--- src/rtl/alu_issue_ctrl_if.sv ---
// Dispatch request, ALU operand/result and writeback result signals of alu_issue_ctrl.
// master = the issue controller, slave = dispatch/ALU/writeback environment.
interface alu_issue_ctrl_if #(
    parameter int unsigned TAG_W = 5
);
    logic             in_valid;
    logic             in_ready;
    logic [4:0]       in_op;
    logic [31:0]      in_a;
    logic [31:0]      in_b;
    logic [TAG_W-1:0] in_tag;

    logic [4:0]       aluop;
    logic [31:0]      aluin1;
    logic [31:0]      aluin2;
    logic [31:0]      aluout;

    logic             out_valid;
    logic             out_ready;
    logic [31:0]      out_result;
    logic [TAG_W-1:0] out_tag;
    logic             out_err;

    modport master (
        input  in_valid, in_op, in_a, in_b, in_tag, aluout, out_ready,
        output in_ready, aluop, aluin1, aluin2, out_valid, out_result, out_tag, out_err
    );

    modport slave (
        output in_valid, in_op, in_a, in_b, in_tag, aluout, out_ready,
        input  in_ready, aluop, aluin1, aluin2, out_valid, out_result, out_tag, out_err
    );
endinterface

--- src/rtl/alu_issue_ctrl.sv ---
// In-order ALU issue controller: request FIFO, fixed-latency in-flight tracking,
// result buffer and credit flow control so no ALU result is ever dropped.
module alu_issue_ctrl #(
    parameter int unsigned DEPTH   = 4,
    parameter int unsigned TAG_W   = 5,
    parameter int unsigned ALU_LAT = 1
) (
    input  logic             clk,
    input  logic             rst,
    alu_issue_ctrl_if.master bus
);
    localparam int unsigned AW = $clog2(DEPTH);
    typedef logic [AW:0] ptr_t;
    localparam ptr_t DEPTH_P = ptr_t'(DEPTH);

    function automatic logic op_legal(input logic [4:0] op);
        return op inside {[5'd0:5'd7], 5'd16, 5'd17, 5'd18, 5'd22, 5'd24, 5'd26, 5'd28, 5'd30};
    endfunction

    // request FIFO
    logic [4:0]       rq_op_q  [DEPTH];
    logic [31:0]      rq_a_q   [DEPTH];
    logic [31:0]      rq_b_q   [DEPTH];
    logic [TAG_W-1:0] rq_tag_q [DEPTH];
    logic             rq_err_q [DEPTH];
    ptr_t             rq_wr_q, rq_wr_d, rq_rd_q, rq_rd_d;
    logic [AW-1:0]    rq_head;
    logic             rq_full, rq_empty;

    // in-flight pipe, stage k holds the op issued k cycles earlier
    logic             pv_q [1:ALU_LAT];
    logic [TAG_W-1:0] pt_q [1:ALU_LAT];
    logic             pe_q [1:ALU_LAT];

    // result buffer
    logic [31:0]      rb_res_q [DEPTH];
    logic [TAG_W-1:0] rb_tag_q [DEPTH];
    logic             rb_err_q [DEPTH];
    ptr_t             rb_wr_q, rb_wr_d, rb_rd_q, rb_rd_d;
    logic [AW-1:0]    rb_head;
    logic             rb_empty;

    ptr_t             credits_q, credits_d;
    logic             push, issue, rb_push, pop;

    assign rq_head  = rq_rd_q[AW-1:0];
    assign rq_empty = (rq_wr_q == rq_rd_q);
    assign rq_full  = (rq_wr_q[AW] != rq_rd_q[AW]) && (rq_wr_q[AW-1:0] == rq_rd_q[AW-1:0]);

    assign rb_head  = rb_rd_q[AW-1:0];
    assign rb_empty = (rb_wr_q == rb_rd_q);

    assign bus.in_ready = !rq_full && !rst;
    assign push         = bus.in_valid && bus.in_ready;
    assign issue        = !rst && !rq_empty && (credits_q < DEPTH_P);
    assign rb_push      = pv_q[ALU_LAT];
    assign pop          = bus.out_valid && bus.out_ready;

    always_comb begin
        bus.aluop  = '0;
        bus.aluin1 = '0;
        bus.aluin2 = '0;
        if (issue && !rq_err_q[rq_head]) begin
            bus.aluop  = rq_op_q[rq_head];
            bus.aluin1 = rq_a_q[rq_head];
            bus.aluin2 = rq_b_q[rq_head];
        end
    end

    always_comb begin
        rq_wr_d   = rq_wr_q + ptr_t'(push);
        rq_rd_d   = rq_rd_q + ptr_t'(issue);
        rb_wr_d   = rb_wr_q + ptr_t'(rb_push);
        rb_rd_d   = rb_rd_q + ptr_t'(pop);
        credits_d = credits_q + ptr_t'(issue) - ptr_t'(pop);
    end

    always_ff @(posedge clk) begin
        if (rst) begin
            rq_wr_q   <= '0;
            rq_rd_q   <= '0;
            rb_wr_q   <= '0;
            rb_rd_q   <= '0;
            credits_q <= '0;
        end else begin
            rq_wr_q   <= rq_wr_d;
            rq_rd_q   <= rq_rd_d;
            rb_wr_q   <= rb_wr_d;
            rb_rd_q   <= rb_rd_d;
            credits_q <= credits_d;
        end
    end

    always_ff @(posedge clk) begin
        if (push) begin
            rq_op_q[rq_wr_q[AW-1:0]]  <= bus.in_op;
            rq_a_q[rq_wr_q[AW-1:0]]   <= bus.in_a;
            rq_b_q[rq_wr_q[AW-1:0]]   <= bus.in_b;
            rq_tag_q[rq_wr_q[AW-1:0]] <= bus.in_tag;
            rq_err_q[rq_wr_q[AW-1:0]] <= !op_legal(bus.in_op);
        end
    end

    always_ff @(posedge clk) begin
        if (rst) begin
            for (int unsigned i = 1; i <= ALU_LAT; i++) begin
                pv_q[i] <= 1'b0;
                pt_q[i] <= '0;
                pe_q[i] <= 1'b0;
            end
        end else begin
            pv_q[1] <= issue;
            pt_q[1] <= rq_tag_q[rq_head];
            pe_q[1] <= rq_err_q[rq_head];
            for (int unsigned i = 2; i <= ALU_LAT; i++) begin
                pv_q[i] <= pv_q[i-1];
                pt_q[i] <= pt_q[i-1];
                pe_q[i] <= pe_q[i-1];
            end
        end
    end

    // credits bound occupancy, so the buffer needs no full check
    always_ff @(posedge clk) begin
        if (rb_push && !rst) begin
            rb_res_q[rb_wr_q[AW-1:0]] <= pe_q[ALU_LAT] ? '0 : bus.aluout;
            rb_tag_q[rb_wr_q[AW-1:0]] <= pt_q[ALU_LAT];
            rb_err_q[rb_wr_q[AW-1:0]] <= pe_q[ALU_LAT];
        end
    end

    assign bus.out_valid  = !rb_empty;
    assign bus.out_result = rb_empty ? '0 : rb_res_q[rb_head];
    assign bus.out_tag    = rb_empty ? '0 : rb_tag_q[rb_head];
    assign bus.out_err    = !rb_empty && rb_err_q[rb_head];
endmodule
--- src/flat_wrapper.sv ---
// flat-port wrapper written by rule: the top's interface ports become plain ports
module alu_issue_ctrl_flat 
#(
    parameter int unsigned DEPTH   = 4,
    parameter int unsigned TAG_W   = 5,
    parameter int unsigned ALU_LAT = 1
)
  (clk, rst, bus_in_valid, bus_in_op, bus_in_a, bus_in_b, bus_in_tag, bus_aluout, bus_out_ready, bus_in_ready, bus_aluop, bus_aluin1, bus_aluin2, bus_out_valid, bus_out_result, bus_out_tag, bus_out_err);
  alu_issue_ctrl_if #(.TAG_W(TAG_W)) bus_i ();
  input  logic clk;
  input  logic rst;
  input wire logic [$bits(bus_i.in_valid)-1:0] bus_in_valid;
  input wire logic [$bits(bus_i.in_op)-1:0] bus_in_op;
  input wire logic [$bits(bus_i.in_a)-1:0] bus_in_a;
  input wire logic [$bits(bus_i.in_b)-1:0] bus_in_b;
  input wire logic [$bits(bus_i.in_tag)-1:0] bus_in_tag;
  input wire logic [$bits(bus_i.aluout)-1:0] bus_aluout;
  input wire logic [$bits(bus_i.out_ready)-1:0] bus_out_ready;
  output wire logic [$bits(bus_i.in_ready)-1:0] bus_in_ready;
  output wire logic [$bits(bus_i.aluop)-1:0] bus_aluop;
  output wire logic [$bits(bus_i.aluin1)-1:0] bus_aluin1;
  output wire logic [$bits(bus_i.aluin2)-1:0] bus_aluin2;
  output wire logic [$bits(bus_i.out_valid)-1:0] bus_out_valid;
  output wire logic [$bits(bus_i.out_result)-1:0] bus_out_result;
  output wire logic [$bits(bus_i.out_tag)-1:0] bus_out_tag;
  output wire logic [$bits(bus_i.out_err)-1:0] bus_out_err;
  assign bus_i.in_valid = bus_in_valid;
  assign bus_i.in_op = bus_in_op;
  assign bus_i.in_a = bus_in_a;
  assign bus_i.in_b = bus_in_b;
  assign bus_i.in_tag = bus_in_tag;
  assign bus_i.aluout = bus_aluout;
  assign bus_i.out_ready = bus_out_ready;
  assign bus_in_ready = bus_i.in_ready;
  assign bus_aluop = bus_i.aluop;
  assign bus_aluin1 = bus_i.aluin1;
  assign bus_aluin2 = bus_i.aluin2;
  assign bus_out_valid = bus_i.out_valid;
  assign bus_out_result = bus_i.out_result;
  assign bus_out_tag = bus_i.out_tag;
  assign bus_out_err = bus_i.out_err;
  alu_issue_ctrl #(.DEPTH(DEPTH), .TAG_W(TAG_W), .ALU_LAT(ALU_LAT)) u_core (.clk(clk), .rst(rst), .bus(bus_i));
endmodule
--- config.mk ---
export PLATFORM = sky130hd
export DESIGN_NAME = alu_issue_ctrl_flat
export DESIGN_NICKNAME = d
export VERILOG_FILES = /design/src/rtl/alu_issue_ctrl_if.sv /design/src/rtl/alu_issue_ctrl.sv /design/src/flat_wrapper.sv
export SDC_FILE = /design/constraint.sdc
export NUM_CORES = 1
export LEC_CHECK = 0
export BUFFER_PORTS_ARGS = -buffer_cell sky130_fd_sc_hd__buf_2
export CAP_MARGIN = 20
export CORE_MARGIN = 2
export CORE_UTILIZATION = 45
export DETAILED_ROUTE_END_ITERATION = 6
export PLACE_DENSITY = 0.67
export SLEW_MARGIN = 15
export SYNTH_ARGS = -nofsm -noshare
export SYNTH_HDL_FRONTEND = slang
export SYNTH_SLANG_ARGS = --single-unit
--- constraint.sdc ---
create_clock -name clk -period 7.73 [get_ports clk]
set_clock_uncertainty 0.05 [all_clocks]
set_input_delay 1.1595 -clock clk [delete_from_list [all_inputs] [get_ports clk]]
set_output_delay 1.1595 -clock clk [all_outputs]
set_load 0.005 [all_outputs]
Word level (Yosys, flattened, before mapping)

Memory sizes are Yosys's and may differ from the RTL's. A register that Yosys moved wholly into a read port is not among the register bits.
Cells that the tools add are included.

Register bits after elaboration: 15
Bits in writable memories: 459
Input port bits: 110
Logic and storage cells: 81
Memories kept: 11

Add/subtract/negate cells: 6
Magnitude comparators: 3
Eq/ne operators: 12
Mux-type cells: 24
Bitwise operators: 3
Reduce and logical (&&, ||, !) cells: 17

Memory list:

| name            | words | width | rd ports | clocked after Yosys merged registers in | write ports | line                 | source |
|---|---|---|---|---|---|---|---|
| u_core.rb_res_q | 4     | 32    | 1        | 1                                       | 1           | alu_issue_ctrl.sv:36 | `logic [31:0] rb_res_q [DEPTH];` |
| u_core.rq_a_q   | 4     | 32    | 1        | 1                                       | 1           | alu_issue_ctrl.sv:22 | `logic [31:0] rq_a_q [DEPTH];` |
| u_core.rq_b_q   | 4     | 32    | 1        | 1                                       | 1           | alu_issue_ctrl.sv:23 | `logic [31:0] rq_b_q [DEPTH];` |
| u_core.rb_tag_q | 4     | 5     | 1        | 1                                       | 1           | alu_issue_ctrl.sv:37 | `logic [TAG_W-1:0] rb_tag_q [DEPTH];` |
| u_core.rq_op_q  | 4     | 5     | 1        | 1                                       | 1           | alu_issue_ctrl.sv:21 | `logic [4:0] rq_op_q [DEPTH];` |
| u_core.rq_tag_q | 4     | 5     | 1        | 1                                       | 1           | alu_issue_ctrl.sv:24 | `logic [TAG_W-1:0] rq_tag_q [DEPTH];` |
| 5 more memories | n/a   | n/a   | n/a      | n/a                                     | n/a         | n/a                  |  |

Operator list:

| kind               | count |
|---|---|
| $mux 32            | 4 |
| $eq 5x5->1 const B | 8 |
| $mux 2             | 8 |
| $add 3x1->3        | 5 |
| $mux 5             | 3 |
| $logic_and 1x1->1  | 10 |
| $mux 1             | 9 |
| $reduce_bool 9->1  | 1 |
| $eq 3x3->1         | 2 |
| $logic_not 1->1    | 6 |
| $ge 5x1->1 const B | 1 |
| $le 5x3->1 const B | 1 |
| $lt 3x3->1 const B | 1 |
| $or 1x1->1         | 3 |
| $sub 3x1->3        | 1 |
| $eq 2x2->1         | 1 |
| $ne 1x1->1         | 1 |

Longest topological paths before layout

Gate-level depths: netlist of the first run.

Word-level depth: 7
Gate-level depth with buffers: 11
Gate-level depth less buffers: 9

Worst setup path after synthesis of the first run

OpenSTA, ideal clock, no wires.

Path kind: input-to-reg
From: input port rst
To: memory u_core.rq_a_q[2][0], enable pin
Setup time: 0.616 ns
Arrival time: 7.249 ns
Data required time: 7.064 ns
Slack: -0.186 ns
Stages: 4
Buffers on the path: 1
Cells stage by stage: clkbuf_1 inv_1 o311ai_0 nor3b_1

Cells in the longest elaborated chain, start to end: 5

RTL lines:

| item                         | line                 | source |
|---|---|---|
| from (decl)                  | flat_wrapper.sv:11   | `input logic rst;` |
| $logic_not 1->1              | alu_issue_ctrl.sv:53 | `assign bus.in_ready = !rq_full && !rst;` |
| $logic_and 1x1->1            | alu_issue_ctrl.sv:53 |  |
| $logic_and 1x1->1            | alu_issue_ctrl.sv:54 | `assign push = bus.in_valid && bus.in_ready;` |
| $mux 1                       | alu_issue_ctrl.sv:95 | `if (push) begin` |
| $mux 1 (not written as such) | alu_issue_ctrl.sv:97 | `rq_a_q[rq_wr_q[AW-1:0]] <= bus.in_a;` |
| to (decl)                    | alu_issue_ctrl.sv:22 |  |

No other way between the ends.

Worst setup path after layout of the first run

From: register u_core.rq_rd_q[1]
To: output port bus_aluin1[8]

Cells in the longest elaborated chain, start to end: 6

RTL lines:

| item                           | line                 | source |
|---|---|---|
| from (decl)                    | alu_issue_ctrl.sv:26 | `ptr_t rq_wr_q, rq_wr_d, rq_rd_q, rq_rd_d;` |
| from (signal assigned)         | alu_issue_ctrl.sv:87 | `rq_rd_q <= rq_rd_d;` |
| $eq 3x3->1                     | alu_issue_ctrl.sv:47 | `assign rq_empty = (rq_wr_q == rq_rd_q);` |
| $logic_not 1->1                | alu_issue_ctrl.sv:55 | `assign issue = !rst && !rq_empty && (credits_q < DEPTH_P);` |
| $logic_and 1x1->1 (2 in a row) | alu_issue_ctrl.sv:55 |  |
| $logic_and 1x1->1              | alu_issue_ctrl.sv:63 | `if (issue && !rq_err_q[rq_head]) begin` |
| $mux 32                        | alu_issue_ctrl.sv:63 |  |
| to (decl)                      | flat_wrapper.sv:21   | `output wire logic [$bits(bus_i.aluin1)-1:0] bus_aluin1;` |

No other way between the ends.

==> impl_metrics.py, run 1 <==
metrics = {
    "synthesis": {
        "synth_edf_count": 452,
        "ys_types": 28,
        "synth_sequential_area_ratio_pct": 76.3,
        "postSynthCellCount": 848,
        "yosys_warnings": 0,
        "ys_ff_latch": 474,
        "async_flop_share_pct": 0,
        "yosys_most_used_dff": "edfxtp_1",
        "netlist_area_mm2": 0.0184,
        "syn_nets": 969,
        "avgSynthCellArea_um2": 21.7,
    },
    "place": {
        "port_buffers": 218,
        "dp_hpwl_um": 20300,
        "place_ws_ns": 3.34,
        "place_congestion": 0.713,
    },
    "die": {
        "die_y_um": 206,
        "fp.dieW_um": 206,
        "num_io_pins": 219,
        "dieArea_mm2": 0.0424,
        "start_util_pct": 45.3,
        "core_area_mm2": 0.0406,
        "row_count": 74,
    },
    "timing": {
        "timing.final.ws_setup_ns": 2.86,
        "slew_viol_final": 0,
        "finalSetupViolCount": 0,
        "worst_pin_slew_ns": 1.09,
        "fmax_ghz": 0.205,
        "period_needed_ns": 4.87,
        "slew_headroom_pct": 27.3,
        "rsz0062_at_grt": "no",
        "finalHoldViolCount": 0,
        "period_share_pct": 63.0,
        "fin_setup_tns_ns": 0,
    },
    "routing": {
        "drtIter0Drc": 504,
        "drcViolationCount": 0,
        "avgRoutedWirePerCell_um": 20.9,
        "wl_um": 34800,
        "drtAntennaViolNets": 0,
        "via_count": 8612,
        "dr.pass1.iters": 4,
        "via_per_inst": 5.17,
    },
    "setup_path": {
        "path_buf_inv": 3,
        "cp_slowest_stage_delay_ns": 0.73,
        "cp.arrival_ns": 3.66,
        "reg2reg_depth": 6,
        "required_ns": 6.52,
        "critPathLaunchType": "flip-flop",
        "path_delay_family": "buffers and inverters",
        "cp_max_fo": 60,
        "path_class": "flip-flop to output pin",
        "critPathCaptureType": "output pin",
        "crit_chain": "buf_4, mux4_2, a311o_2, buf_4, nor2b_1, buf_2",
        "path_common_cell": "buf_4",
        "cpMaxStageDelayCell": "buf_4",
        "crit_cells": 6,
    },
    "clock_network": {
        "cts_tree": "done",
        "post_cts_resized": 0,
        "clk_pin_slew_worst_paths_ns": 0.06,
        "cts_hold_buffers": 0,
        "htree_levels": 2,
        "cts_buffers": 48,
        "post_cts_buffers": 0,
        "cts-root-buf": "clkbuf_16",
        "clock_latency_ns": 0.56,
        "clk_path_buf_depth": 3,
        "clkSinkCount": 474,
    },
    "outcome": {
        "status": "complete, no violations",
    },
    "global_routing": {
        "grt_pass1_vias": 8847,
        "antenna_found_initial": 11,
        "grt_first_pass_wirelength_um": 51600,
        "grt_max_degree": 70,
        "grt_usage_pct": 16.4,
        "overflow": 0,
    },
    "layout": {
        "num-fill-cells": 3220,
        "drive_gt1_share_pct": 39.9,
        "final_common_cell": "edfxtp_1",
        "multi_input_area_mm2": 0.00415,
        "layout.nets": 1212,
        "layout_common_cells": "452 x edfxtp_1, 218 x buf_2, 130 x nor2b_1",
        "area_growth_pct": 17.7,
        "regArea_mm2": 0.0140,
    },
    "min_path": {
        "worstHoldPathCells": 0,
        "hold_path_class": "flip-flop to flip-flop",
    },
    "pwr": {
        "ir_worst_vdd_v": 0.000229,
        "static-leakage-power_uw": 0.00738,
        "p_per_area_mw_per_mm2": 273,
    },
    "run": {
        "max_cap_violations": 0,
    },
}
flip-flops by register name (all words and copies together) (netlist names), 3 cells and up:
name / flops
u_core.rb_res_q: 128
u_core.credits_q: 3
u_core.rq_tag_q: 20
u_core.pt_q: 5
u_core.rq_op_q: 20
u_core.rb_wr_q: 3
u_core.rb_err_q: 4
u_core.rb_rd_q: 3
u_core.rq_a_q: 128
u_core.rq_rd_q: 3
u_core.rq_b_q: 128
u_core.rq_wr_q: 3
u_core.rq_err_q: 4
u_core.rb_tag_q: 20
metal layers:
layer	track usage (%)	wire length [um]	vias up
li1	-	-	3878
met1	22.3	14800	4406
met2	25.8	16800	252
met3	4.54	2520	62
met4	4.95	672	14
met5	0	76	-
final cells by class:
type	instances	share of cell area, %
Multi-Input combinational cell	324	19.2
Timing Repair Buffer	235	5.64
Sequential cell	474	64.9
Antenna cell	5	0.0579
Tap cell	532	3.08
Inverter	8	0.139
Clock buffer	59	5.84
Clock inverter	29	1.19
through the flow:
stage	hold slack, ns	util, %	instances	instance area (um2)	power [uW]
global route	0.461	53.3	1663	21600	6150
finish	0.422	53.3	1666	21600	5910
floorplan	0.388	-	848	18400	3500
global placement	0.402	49.5	1573	20100	3750
CTS	0.430	53.3	1661	21600	6000
detailed placement	0.412	49.5	1573	20100	3760
synth_stat cells (3+ instances only):
| master | number | area [um2] |
|---|---|---|
| and2_1 | 6 | 37.5 |
| buf_2 | 12 | 60.1 |
| clkbuf_1 | 24 | 90.1 |
| dfxtp_1 | 22 | 440 |
| edfxtp_1 | 452 | 13600 |
| ha_1 | 10 | 125 |
| inv_1 | 8 | 30.0 |
| mux4_2 | 113 | 2540 |
| nand2_1 | 3 | 11.3 |
| nor2_1 | 10 | 37.5 |
| nor2b_1 | 130 | 813 |
| nor2b_4 | 20 | 275 |
| nor3_1 | 3 | 15.0 |
| nor3b_1 | 4 | 30.0 |
| xnor2_1 | 9 | 78.8 |
| xor2_1 | 6 | 52.6 |
logic make-up after synthesis:
family	after synthesis	share of synthesized area, %
AO/OA/AOI/OAI	6	0.218
multiplexers	113	13.9
adder cells (fa/ha/maj)	11	0.790
buffers and inverters	50	1.36
flip-flops	474	76.3
XOR/XNOR	15	0.715
AND/OR/NAND/NOR	179	6.76
final timing paths:
kind | start | to | slack [ns]
worst min register to register | u_core.pt_q[1][3] | u_core.rb_tag_q[0][3] | 0.42
worst min-delay path | u_core.pt_q[1][3] | u_core.rb_tag_q[0][3] | 0.42
worst max-delay path | u_core.rq_rd_q[1] | bus_aluin1[8] | 2.86
worst max register to register | u_core.rq_rd_q[0] | u_core.rq_a_q[1][22] | 4.24
report_power, final:
part | switching [uW] | internal (uW)
clock network | 934 | 1290
registers | 45.0 | 2900
logic | 364 | 376
total | 1340 | 4570
Note: power is estimated with default switching activity, not from simulation.
==> inputs of run 2 (changes only) <==
- clock period: 7.73 -> 4 ns (I/O delays scaled with it)
==> impl_metrics.py, run 2 (same netlist as run 1, synthesis figures left out) <==
metrics = {
    "outcome": {
        "status": "complete, no violations",
    },
    "layout": {
        "drive_gt1_share_pct": 39.5,
        "layout.nets": 1215,
        "finalCoreUtilization_pct": 53.4,
        "final_common_cell": "edfxtp_1",
        "stdcell_count": 1670,
        "layout_common_cells": "452 x edfxtp_1, 218 x buf_2, 130 x nor2b_1",
        "area_growth_pct": 18.0,
    },
    "setup_path": {
        "path_class": "flip-flop to output pin",
        "path_delay_family": "compound AO/OA/AOI/OAI gates",
        "reg2reg_slack_ns": 1.31,
        "required_ns": 3.35,
        "critPathLaunchType": "flip-flop",
        "cp_slowest_stage_delay_ns": 0.66,
        "path_buf_inv": 2,
        "crit_end": "bus_aluin1[10]",
        "critPathCaptureType": "output pin",
        "r2r-end": "u_core.rq_b_q[1][12]",
        "cp.arrival_ns": 2.99,
        "crit_start": "u_core.rq_rd_q[1]",
        "cp_max_fo": 42,
        "crit_chain": "mux4_2, a311o_2, buf_12, nor2b_1, buf_2",
        "reg2reg_depth": 6,
        "crit_cells": 5,
        "worstReg2RegStart": "u_core.rq_rd_q[0]",
        "cpMaxStageDelayCell": "a311o_2",
    },
    "routing": {
        "drcViolationCount": 0,
        "drtIter0Drc": 491,
        "drtAntennaViolNets": 0,
        "via_per_inst": 5.22,
        "avgRoutedWirePerCell_um": 21.1,
        "dr.pass1.iters": 5,
        "via_count": 8711,
        "wl_um": 35300,
    },
    "die": {
        "dieArea_mm2": 0.0424,
        "core_area_mm2": 0.0406,
        "num_io_pins": 219,
        "die_y_um": 206,
        "row_count": 74,
        "fp.dieW_um": 206,
        "start_util_pct": 45.3,
    },
    "run": {
        "max_cap_violations": 0,
    },
    "clock_network": {
        "cts_buffers": 48,
        "cts_hold_buffers": 0,
        "cts_tree": "done",
        "clk_pin_slew_worst_paths_ns": 0.06,
        "post_cts_resized": 0,
        "clock_latency_ns": 0.56,
        "clkSinkCount": 474,
        "clk_path_buf_depth": 3,
        "post_cts_buffers": 0,
        "htree_levels": 2,
        "cts-root-buf": "clkbuf_16",
    },
    "timing": {
        "fmax_ghz": 0.274,
        "period_share_pct": 91.1,
        "holdWs_ns": 0.184,
        "period_needed_ns": 3.64,
        "rsz0062_at_grt": "no",
        "fin_setup_tns_ns": 0,
        "worst_pin_slew_ns": 1.06,
        "slew_viol_final": 0,
        "finalSetupViolCount": 0,
        "finalHoldViolCount": 0,
        "slew_headroom_pct": 29.5,
    },
    "place": {
        "port_buffers": 218,
        "dp_hpwl_um": 20600,
        "place_congestion": 0.703,
        "dp.cells": 1576,
    },
    "pwr": {
        "static-leakage-power_uw": 0.00739,
        "ir_worst_vdd_v": 0.000406,
        "p_per_area_mw_per_mm2": 522,
    },
    "min_path": {
        "hold_start": "bus_in_a[9]",
        "hold_path_class": "input port to flip-flop",
    },
    "global_routing": {
        "grt_first_pass_wirelength_um": 53300,
        "grt_usage_pct": 16.9,
        "overflow": 0,
        "grt_pass1_vias": 9127,
        "grt_max_degree": 76,
        "antenna_found_initial": 11,
    },
}
==> run 2: cell types whose count changed in the layout (fill, tap and decap cells not counted), moves of 2 or more <==
cell	delta
clkbuf_8	-2
clkinvlp_4	-2
clkbuf_1	+5
nor3b_4	+3
bufinv_16	-2
buf_12	+3
nor3b_2	-3
inv_6	-2
clkinv_1	+3
clkbuf_16	+2
==> run 2: report_power, final <==
group | switching [uW] | internal [uW] | total (uW) | leakage, uW
logic | 720 | 745 | 1460 | 0.00238
registers | 79.2 | 5600 | 5680 | 0.00429
clock network | 1760 | 2410 | 4170 | 0.000717
==> run 2: how the worst min path moves through the flow <==
stage	endpoint	slack (ns)	cells after the start
detailed placement	u_core.rb_tag_q[1][3]	0.42	0
global route	u_core.rq_a_q[1][28]	0.17	1
floorplan	u_core.rb_tag_q[0][0]	0.39	0
CTS	u_core.rq_a_q[3][18]	0.14	1
finish	u_core.rq_a_q[0][9]	0.18	1
global placement	u_core.rb_tag_q[2][1]	0.41	0
==> run 2: per-stage QoR <==
step / total power [uW] / setup WS, ns / cell area (um2)
after detailed placement: 7290 / 0.780 / 20200
after global routing: 11800 / 0.154 / 21700
final: 11300 / 0.356 / 21700
after CTS: 11500 / 0.274 / 21700
after global placement: 7270 / 0.821 / 20200
after floorplan: 6750 / -0.852 / 18400
==> run 2: routing by layer <==
layer / up-vias / routed length [um] / global-route usage, %
met5: - / 88 / 0
met4: 14 / 639 / 5.38
met3: 54 / 2370 / 4.24
met2: 253 / 16900 / 27.1
met1: 4509 / 15300 / 22.9
li1: 3881 / - / -
==> run 2: worst register-to-register path, cell delays in order, from the launching register on <==
cell	delay (ns)
dfxtp_4	0.36
buf_4	0.42
xor2_1	0.26
o311ai_1	0.11
buf_4	0.20
nor3b_4	0.20
buf_4	0.67
==> run 2: cell type report <==
| type | instances | area, um2 |
|---|---|---|
| clock buffer | 64 | 1300 |
| fill | 3214 | 18900 |
| antenna | 5 | 12.5 |
| multi-input combinational | 324 | 4180 |
| tap | 532 | 666 |
| inverter | 8 | 30.0 |
| clock inverter | 25 | 171 |
| timing repair buffer | 238 | 1280 |
| sequential | 474 | 14000 |
